File: src/rtl/aes_core_sched.sv
// aes_core_sched: two-requester command scheduler for one shared AES core, with per-requester key storage.
// Latency: core_start 1 cycle after accept; response N+2 cycles after accept on a key-owner hit, 2N+3 when the key is reloaded.
// Backpressure: one transaction in flight; req_ready held low until granted; rsp_valid held with data until rsp_ready.
// Build option: define KEY_CACHE_EN to remember which requester's key sits in the core and skip reloading it.
module aes_core_sched #(
    parameter int TIMEOUT = 64
) (
    input  logic              clk,
    input  logic              resetL,
    input  logic [1:0]        req_valid,
    output logic [1:0]        req_ready,
    input  logic [1:0][1:0]   req_op,
    input  logic [1:0][255:0] req_key,
    input  logic [1:0][127:0] req_data,
    output logic [1:0]        rsp_valid,
    input  logic [1:0]        rsp_ready,
    output logic [127:0]      rsp_data,
    output logic              rsp_err,
    output logic              core_start,
    output logic [1:0]        core_cmd,
    output logic [255:0]      core_key,
    output logic [127:0]      core_data,
    input  logic              core_done,
    input  logic [127:0]      core_result
);

    localparam logic [1:0] OP_KEY = 2'b00;
    localparam logic [1:0] OP_RSV = 2'b11;
    localparam int         CNT_W  = $clog2(TIMEOUT + 1);

    typedef enum logic [2:0] {
        IDLE,
        GRANT,
        KEY_START,
        KEY_WAIT,
        OP_START,
        OP_WAIT,
        RESP
    } state_t;

    state_t            state;
    state_t            state_nxt;
    logic              g;          // requester currently being served
    logic              last;       // requester served last (round-robin pointer)
    logic              grant_sel;
    logic [1:0]        op_reg;
    logic [127:0]      data_reg;
    logic [1:0][255:0] key_reg;
    logic [1:0]        key_valid;
    logic [CNT_W-1:0]  cnt;
    logic              timed_out;
    logic              grant_err;
    logic              owner_hit;

`ifdef KEY_CACHE_EN
    logic              owner_vld;
    logic              owner_id;
    assign owner_hit = owner_vld && (owner_id == g);
`else
    assign owner_hit = 1'b0;
`endif

    // Prefer the requester that was not served last; fall back to the other one.
    assign grant_sel = req_valid[~last] ? ~last : last;
    assign grant_err = (req_op[g] == OP_RSV) || !key_valid[g];
    // cnt is 1 in the first wait cycle, so the response lands TIMEOUT cycles after core_start.
    assign timed_out = (cnt >= CNT_W'(TIMEOUT - 1));

    // State register.
    always_ff @(posedge clk) begin
        if (!resetL) begin
            state <= IDLE;
        end else begin
            state <= state_nxt;
        end
    end

    // Next-state decode.
    always_comb begin
        state_nxt = state;
        case (state)
            IDLE:      if (|req_valid) state_nxt = GRANT;
            GRANT: begin
                if (req_op[g] == OP_KEY) state_nxt = IDLE;
                else if (grant_err)      state_nxt = RESP;
                else if (owner_hit)      state_nxt = OP_START;
                else                     state_nxt = KEY_START;
            end
            KEY_START: state_nxt = KEY_WAIT;
            KEY_WAIT: begin
                if (core_done)      state_nxt = OP_START;
                else if (timed_out) state_nxt = RESP;
            end
            OP_START:  state_nxt = OP_WAIT;
            OP_WAIT: begin
                if (core_done || timed_out) state_nxt = RESP;
            end
            RESP:      if (rsp_ready[g]) state_nxt = IDLE;
            default:   state_nxt = IDLE;
        endcase
    end

    // Handshake and core command outputs decoded from the current state.
    always_comb begin
        req_ready  = 2'b00;
        rsp_valid  = 2'b00;
        core_start = 1'b0;
        core_cmd   = 2'b00;
        core_key   = '0;
        core_data  = '0;
        case (state)
            GRANT:     req_ready = g ? 2'b10 : 2'b01;
            RESP:      rsp_valid = g ? 2'b10 : 2'b01;
            KEY_START: begin
                core_start = 1'b1;
                core_cmd   = OP_KEY;
                core_key   = key_reg[g];
            end
            OP_START: begin
                core_start = 1'b1;
                core_cmd   = op_reg;
                core_data  = data_reg;
            end
            default: ;
        endcase
    end

    // Datapath: grant capture, key store, timeout counter and response registers.
    always_ff @(posedge clk) begin
        if (!resetL) begin
            g         <= 1'b0;
            last      <= 1'b1;
            op_reg    <= '0;
            data_reg  <= '0;
            key_reg   <= '0;
            key_valid <= '0;
            cnt       <= '0;
            rsp_data  <= '0;
            rsp_err   <= 1'b0;
`ifdef KEY_CACHE_EN
            owner_vld <= 1'b0;
            owner_id  <= 1'b0;
`endif
        end else begin
            case (state)
                IDLE: if (|req_valid) g <= grant_sel;
                GRANT: begin
                    op_reg   <= req_op[g];
                    data_reg <= req_data[g];
                    if (req_op[g] == OP_KEY) begin
                        key_reg[g]   <= req_key[g];
                        key_valid[g] <= 1'b1;
`ifdef KEY_CACHE_EN
                        // The core still holds the old key of g; it must be reloaded.
                        if (owner_id == g) owner_vld <= 1'b0;
`endif
                    end else if (grant_err) begin
                        rsp_data <= '0;
                        rsp_err  <= 1'b1;
                    end
                end
                KEY_START, OP_START: cnt <= CNT_W'(1);
                KEY_WAIT: begin
                    if (core_done) begin
`ifdef KEY_CACHE_EN
                        owner_vld <= 1'b1;
                        owner_id  <= g;
`endif
                    end else if (timed_out) begin
                        rsp_data <= '0;
                        rsp_err  <= 1'b1;
`ifdef KEY_CACHE_EN
                        owner_vld <= 1'b0;
`endif
                    end else begin
                        cnt <= cnt + CNT_W'(1);
                    end
                end
                OP_WAIT: begin
                    if (core_done) begin
                        rsp_data <= core_result;
                        rsp_err  <= 1'b0;
                    end else if (timed_out) begin
                        rsp_data <= '0;
                        rsp_err  <= 1'b1;
`ifdef KEY_CACHE_EN
                        owner_vld <= 1'b0;
`endif
                    end else begin
                        cnt <= cnt + CNT_W'(1);
                    end
                end
                RESP: if (rsp_ready[g]) last <= g;
                default: ;
            endcase
        end
    end

endmodule
File: config.mk
export PLATFORM = sky130hd
export DESIGN_NAME = aes_core_sched
export DESIGN_NICKNAME = d
export VERILOG_FILES = /design/src/rtl/aes_core_sched.sv
export SDC_FILE = /design/constraint.sdc
export NUM_CORES = 2
export LEC_CHECK = 0
export CAP_MARGIN = 10
export CORE_AREA = 10 10 554 556
export DETAILED_ROUTE_END_ITERATION = 7
export DIE_AREA = 0 0 564 566
export PLACE_DENSITY_LB_ADDON = 0.08
export REMOVE_ABC_BUFFERS = 1
export SYNTH_ARGS = -nofsm -noshare
export SYNTH_HDL_FRONTEND = slang
export SYNTH_SLANG_ARGS = --single-unit
File: constraint.sdc
create_clock -name clk -period 4.5 [get_ports clk]
set_input_delay 0.9 -clock clk [delete_from_list [all_inputs] [get_ports clk]]
set_output_delay 0.9 -clock clk [all_outputs]
set_load 0.005 [all_outputs]
After elaboration in Yosys (flattened, before gate mapping). Index checks and enable logic that the tools add are counted. W data, S select, Z words.

Register bits after elaboration: 785. Bits in latches: 0. Bits in writable memories: 0. Memory bits (read-only): 0. Input port bits: 907. Output and inout port bits: 520. Logic and storage cells: 101. Memories kept: 0.

$add $sub $neg: 1. $mul: 0. Divide/modulo/power cells: 0. Magnitude comparators: 4. Equality and inequality tests: 16. Shift-type cells: 0. Muxes and demuxes: 50. Bitwise logic cells: 2. Reduce and logical (&&, ||, !) cells: 17.

Operators with widths (count): $mux W256 (6); $mux W128 (8); $bwmux W512 (1); $pmux W128 S3 (1); $demux W256 S1 (1); $mux W3 (7); $pmux W3 S7 (1); $ne A2 B2 Y1 const B (8); $mux W1 (14); $mux W7 (2); $pmux W7 S2 (1); $mux W2 (6); $eq A3 B3 Y1 const B (3); $reduce_and A4 Y1 (2); $add A7 B1 Y7 const B (1); $ge A7 B6 Y1 const B (1); $eq A3 B2 Y1 const B (2); $reduce_and A2 Y1 (3); $reduce_or A2 Y1 (3); $lt A1 B2 Y1 const B (2); $eq A3 B1 Y1 const B (1); $logic_not A3 Y1 (1); $ne A3 B3 Y1 const B (1); $pmux W1 S3 (1); other kinds (12) (13).

Depth between registers and ports, before layout.
Word-level depth: 7. Depth in mapped cells: 10. Gate-level depth less buffers: 6.

Worst setup path before layout. No wires, ideal clock.

Path type: register to output. Start point: reg g. End point: out core_key[0]. Arrival: 1518 ps. Required time: 3600 ps. Slack: 2082 ps. Cell stages (with the launch flop): 7. Path buffers: 4. Cell sequence: dfxtp_1 -> buf_2 -> buf_2 -> buf_2 -> clkbuf_1 -> mux2i_1 -> nor2_1.

Longest elaborated chain between the ends: 3.

Ends and longest elaborated chain: start, declared (line 43) `logic g;`; start signal, assigned (line 146) `IDLE: if (|req_valid) g <= grant_sel;`; $mux W256 (implied by the code) (2 in a row) (line 117) `core_key = key_reg[g];`; $mux W256 (line 111) `case (state)`; end, declared (line 21) `output logic [255:0] core_key,`.

Every way passes these cells. The select of a mux whose other input is x is not followed.

Final worst setup path.
Start point: reg g. End point: out core_key[229].

The elaborated chain is that of the path after synthesis.

==> key figures <==
Worst setup path
  – Maximum net fanout on the critical path: 31
  – Reg2Reg Capture Point: rsp_data[24]
  – WP data required: roughly 3.6 ns
  – WS Path Type: reg -> out
  – Type of origin of the critical path: flop
  – Critical R2R Launch: g
  – Crit path from: g
  – Crit. End Element: output pin
  – FF-to-FF path depth: 7
  – Crit path to: core_key[229]
  – Worst Path Arrival: approximately 3.3 ns
  – Reg-to-reg slack, setup: 1.31 ns

Timing
  – Final TNS setup: 0 ns
  – Fin crit share: just over 90%
  – Max-Slew Margin vs Limit: around a third
  – RSZ-0062 raised after global routing: false
  – # setup viols final: 0
  – Worst Tran Pin Value: 0.9856 ns
  – Tmin final: 4.179 ns
  – Slew Viols, Final: 0
  – Hold Fails Final Rpt: 0
  – Worst hold slack: ~0.46 ns
  – Clk_skew: between 0.02 and 0.03 ns
  – Max Clk Rate: around 240 MHz

Placed design
  – Final HPWL DP: roughly 180000 µm
  – Port Buffers: roughly 1400
  – GPL Wtd Cong: ~0.81

CTS
  – TritonCTS clock tree: done
  – Hold buffers post-CTS: 0
  – Post-CTS setup buffer count: 0
  – Max Buffers Root-to-Sink: 3
  – H-tree Lvls: 3
  – Clock Sinks: 785
  – Clk_lat worst skew: just over 0.7 ns
  – Num CTS Buffers: about 110
  – CTS resizes: 0
  – CTS root buf: clkbuf_16
  – CTS clk-pin slew, worst paths: about 0.06 ns

Pwr
  – Power Dens Cells: 361.1 nW/µm²
  – LEAKAGE: 17.77 nW
  – Peak supply drop: 0.2661 mV

Drt
  – DRC: 0
  – Drt initial violations: about 1500
  – DR vias/cell: ~3.6
  – Final WL: 223000 µm
  – Via Count: ~32000
  – Wire length per cell: roughly 25 µm
  – DRT antenna net count: 0
  – DRT Pass-1 Iters: 5

Cells and area
  – Layout area overhead: 63.39%
  – Final-stage net count: between 5000 and 6000
  – Max reg flops: approximately 500
  – Share of layout cells above drive strength 1: roughly a tenth

Flow run
  – Max_cap viols: 0

Floorplan
  – Starting Density: 12.02%
  – Die ar.: approximately 320000 µm²
  – Die W: roughly 560 µm
  – Core box area: between 200000 and 300000 µm²
  – Num rows: 200
  – Die Ht: around 570 µm
  – I/O Pins: between 1000 and 1500

GRT
  – Initial antenna violation count: 79
  – Tot GR Track Use: 13.28%
  – Largest net degree at the start of global routing: approximately 170
  – Congestion Overflow GR: 0
  – Vias in the first global route: approximately 33000
  – First-pass GRT wire length: approximately 300000 µm

Synth
  – Sequential area share after synthesis: between 40% and 50%
  – Post-synthesis compound-gate area fraction: between 20% and 30%
  – Synth Area in Adders: less than 1%
  – Post-synthesis mux area share: between 10% and 20%
  – Mapped Cells: roughly 3700
  – Syn Std Cell Area: 35560 µm²
  – Yosys cell types: between 40 and 50
  – Post-Synth XOR/XNOR Area: 0.09853%
  – Synth Area in Simple Gates: between 10% and 20%
  – Yosys warnings: 0
  – Synthesis-stage register bit count: 785
  – Largest family of logic cells by synthesized area: compound AO/OA/AOI/OAI gates
  – Mean Syn Cell Area: between 9 and 10 µm²

Min path
  – Hold crit path type: reg -> reg

Status
  – Status: finished clean
==> power by group <==
| part | internal (mW) | switching [mW] | leakage [nW] |
|---|---|---|---|
| Clock | 5.17 | 3.61 | 1.73 |
| Sequential | 7.44 | 0.298 | 6.37 |
| Combinational | 2.01 | 2.44 | 9.67 |
==> synthesized netlist by cell type, drive strengths merged <==
cell type / number / share of area (%)
a32oi: 1 / 0.025
nand4: 2 / 0.035
o211ai: 2 / 0.042
and3b: 1 / 0.025
a22oi: 1 / 0.021
a41oi: 1 / 0.025
nor3: 5 / 0.070
buf: 203 / 3.2
xnor2: 4 / 0.099
and3: 2 / 0.035
mux2i: 644 / 18
nand2: 12 / 0.13
clkinv: 1 / 0.011
and2: 133 / 2.3
nand4bb: 1 / 0.032
nor2b: 4 / 0.070
nor4b: 1 / 0.025
nor2: 915 / 9.7
clkbuf: 160 / 1.7
and2b: 1 / 0.021
nor3b: 2 / 0.042
a31o: 1 / 0.025
a311oi: 1 / 0.025
a211oi: 643 / 16
o21ai: 3 / 0.042
ha: 1 / 0.035
or2: 1 / 0.018
a21oi: 11 / 0.15
inv: 1 / 0.011
nor4: 1 / 0.018
nand2b: 2 / 0.035
o21bai: 1 / 0.021
o221ai: 2 / 0.067
a32o: 1 / 0.028
a22o: 128 / 3.2
a21o: 1 / 0.021
dfxtp: 785 / 44
o31ai: 1 / 0.021
==> final cells by class <==
class	count	area, µm²
timing repair buffer	1551	15660
sequential	785	15720
antenna	34	85.08
clock buffer	168	3178
clock inverter	24	366.6
inverter	2	15.01
tap	3939	4928
fill	32640	237700
multi-input combinational	2530	18140
==> worst min path at each step <==
stage	from	to	slack, ns	cells after the start
floorplan	key_valid[0]	key_valid[0]	0.43	2
CTS	key_valid[0]	key_valid[0]	0.47	2
global placement	key_valid[0]	key_valid[0]	0.45	2
global route	rsp_data[16]	rsp_data[16]	0.48	1
finish	key_valid[0]	key_valid[0]	0.46	2
detailed placement	key_valid[0]	key_valid[0]	0.45	2
==> routing by layer <==
metal	global-route usage (%)	up-vias	wire length, µm
li1	-	15850	-
met1	15.84	15060	92800
met2	21.93	1142	103900
met3	5.575	254	21240
met4	3.380	38	4805
met5	0	-	244
==> metrics by stage <==
| step | power [mW] | std cells | setup WS, ns | instance area (µm²) | utilization (%) |
|---|---|---|---|---|---|
| after floorplan | 12.56 | 3317 | -157.27 | 33820 | - |
| after detailed placement | 12.50 | 8807 | 0.8843 | 54470 | 18.41 |
| after global routing | 22.16 | 9013 | 0.09068 | 58050 | 19.62 |
| after CTS | 21.60 | 8999 | 0.04765 | 58010 | 19.61 |
| after global placement | 12.48 | 8807 | 0.8970 | 54470 | 18.41 |
| final | 20.98 | 9033 | 0.3207 | 58100 | 19.64 |
==> layout by cell type, fill, tap and decap left out, drive strengths merged, types with 2 or more instances in the layout <==
cell type and count:
dfxtp 785, diode 34, clkdlybuf4s50 1426, nor3b 2, clkbuf 168, nor3 5
nor2 915, clkinvlp 2, and3 2, o211ai 2, a22o 128, nand4 2
o221ai 2, bufinv 6, and2 133, nand2b 2, xnor2 4, mux2i 644
inv 5, a211oi 643, nand2 12, a21oi 11, nor2b 4, o21ai 3
buf 125, clkinv 13
==> worst max-delay path: stages (launching register included) <==
cell             delay, ns
dfxtp_4               0.95
buf_4                 0.31
mux2i_1               0.63
nor2_1                0.10
clkdlybuf4s50_1       0.48
==> cells by family after synthesis <==
logic type	count (synthesis)
AND/OR/NAND/NOR	1083
AO/OA/AOI/OAI	798
flip-flops	785
multiplexers	644
buffers and inverters	365
XOR/XNOR	4
adder cells (fa/ha/maj)	1
Note: power is estimated with default switching activity, not from simulation.
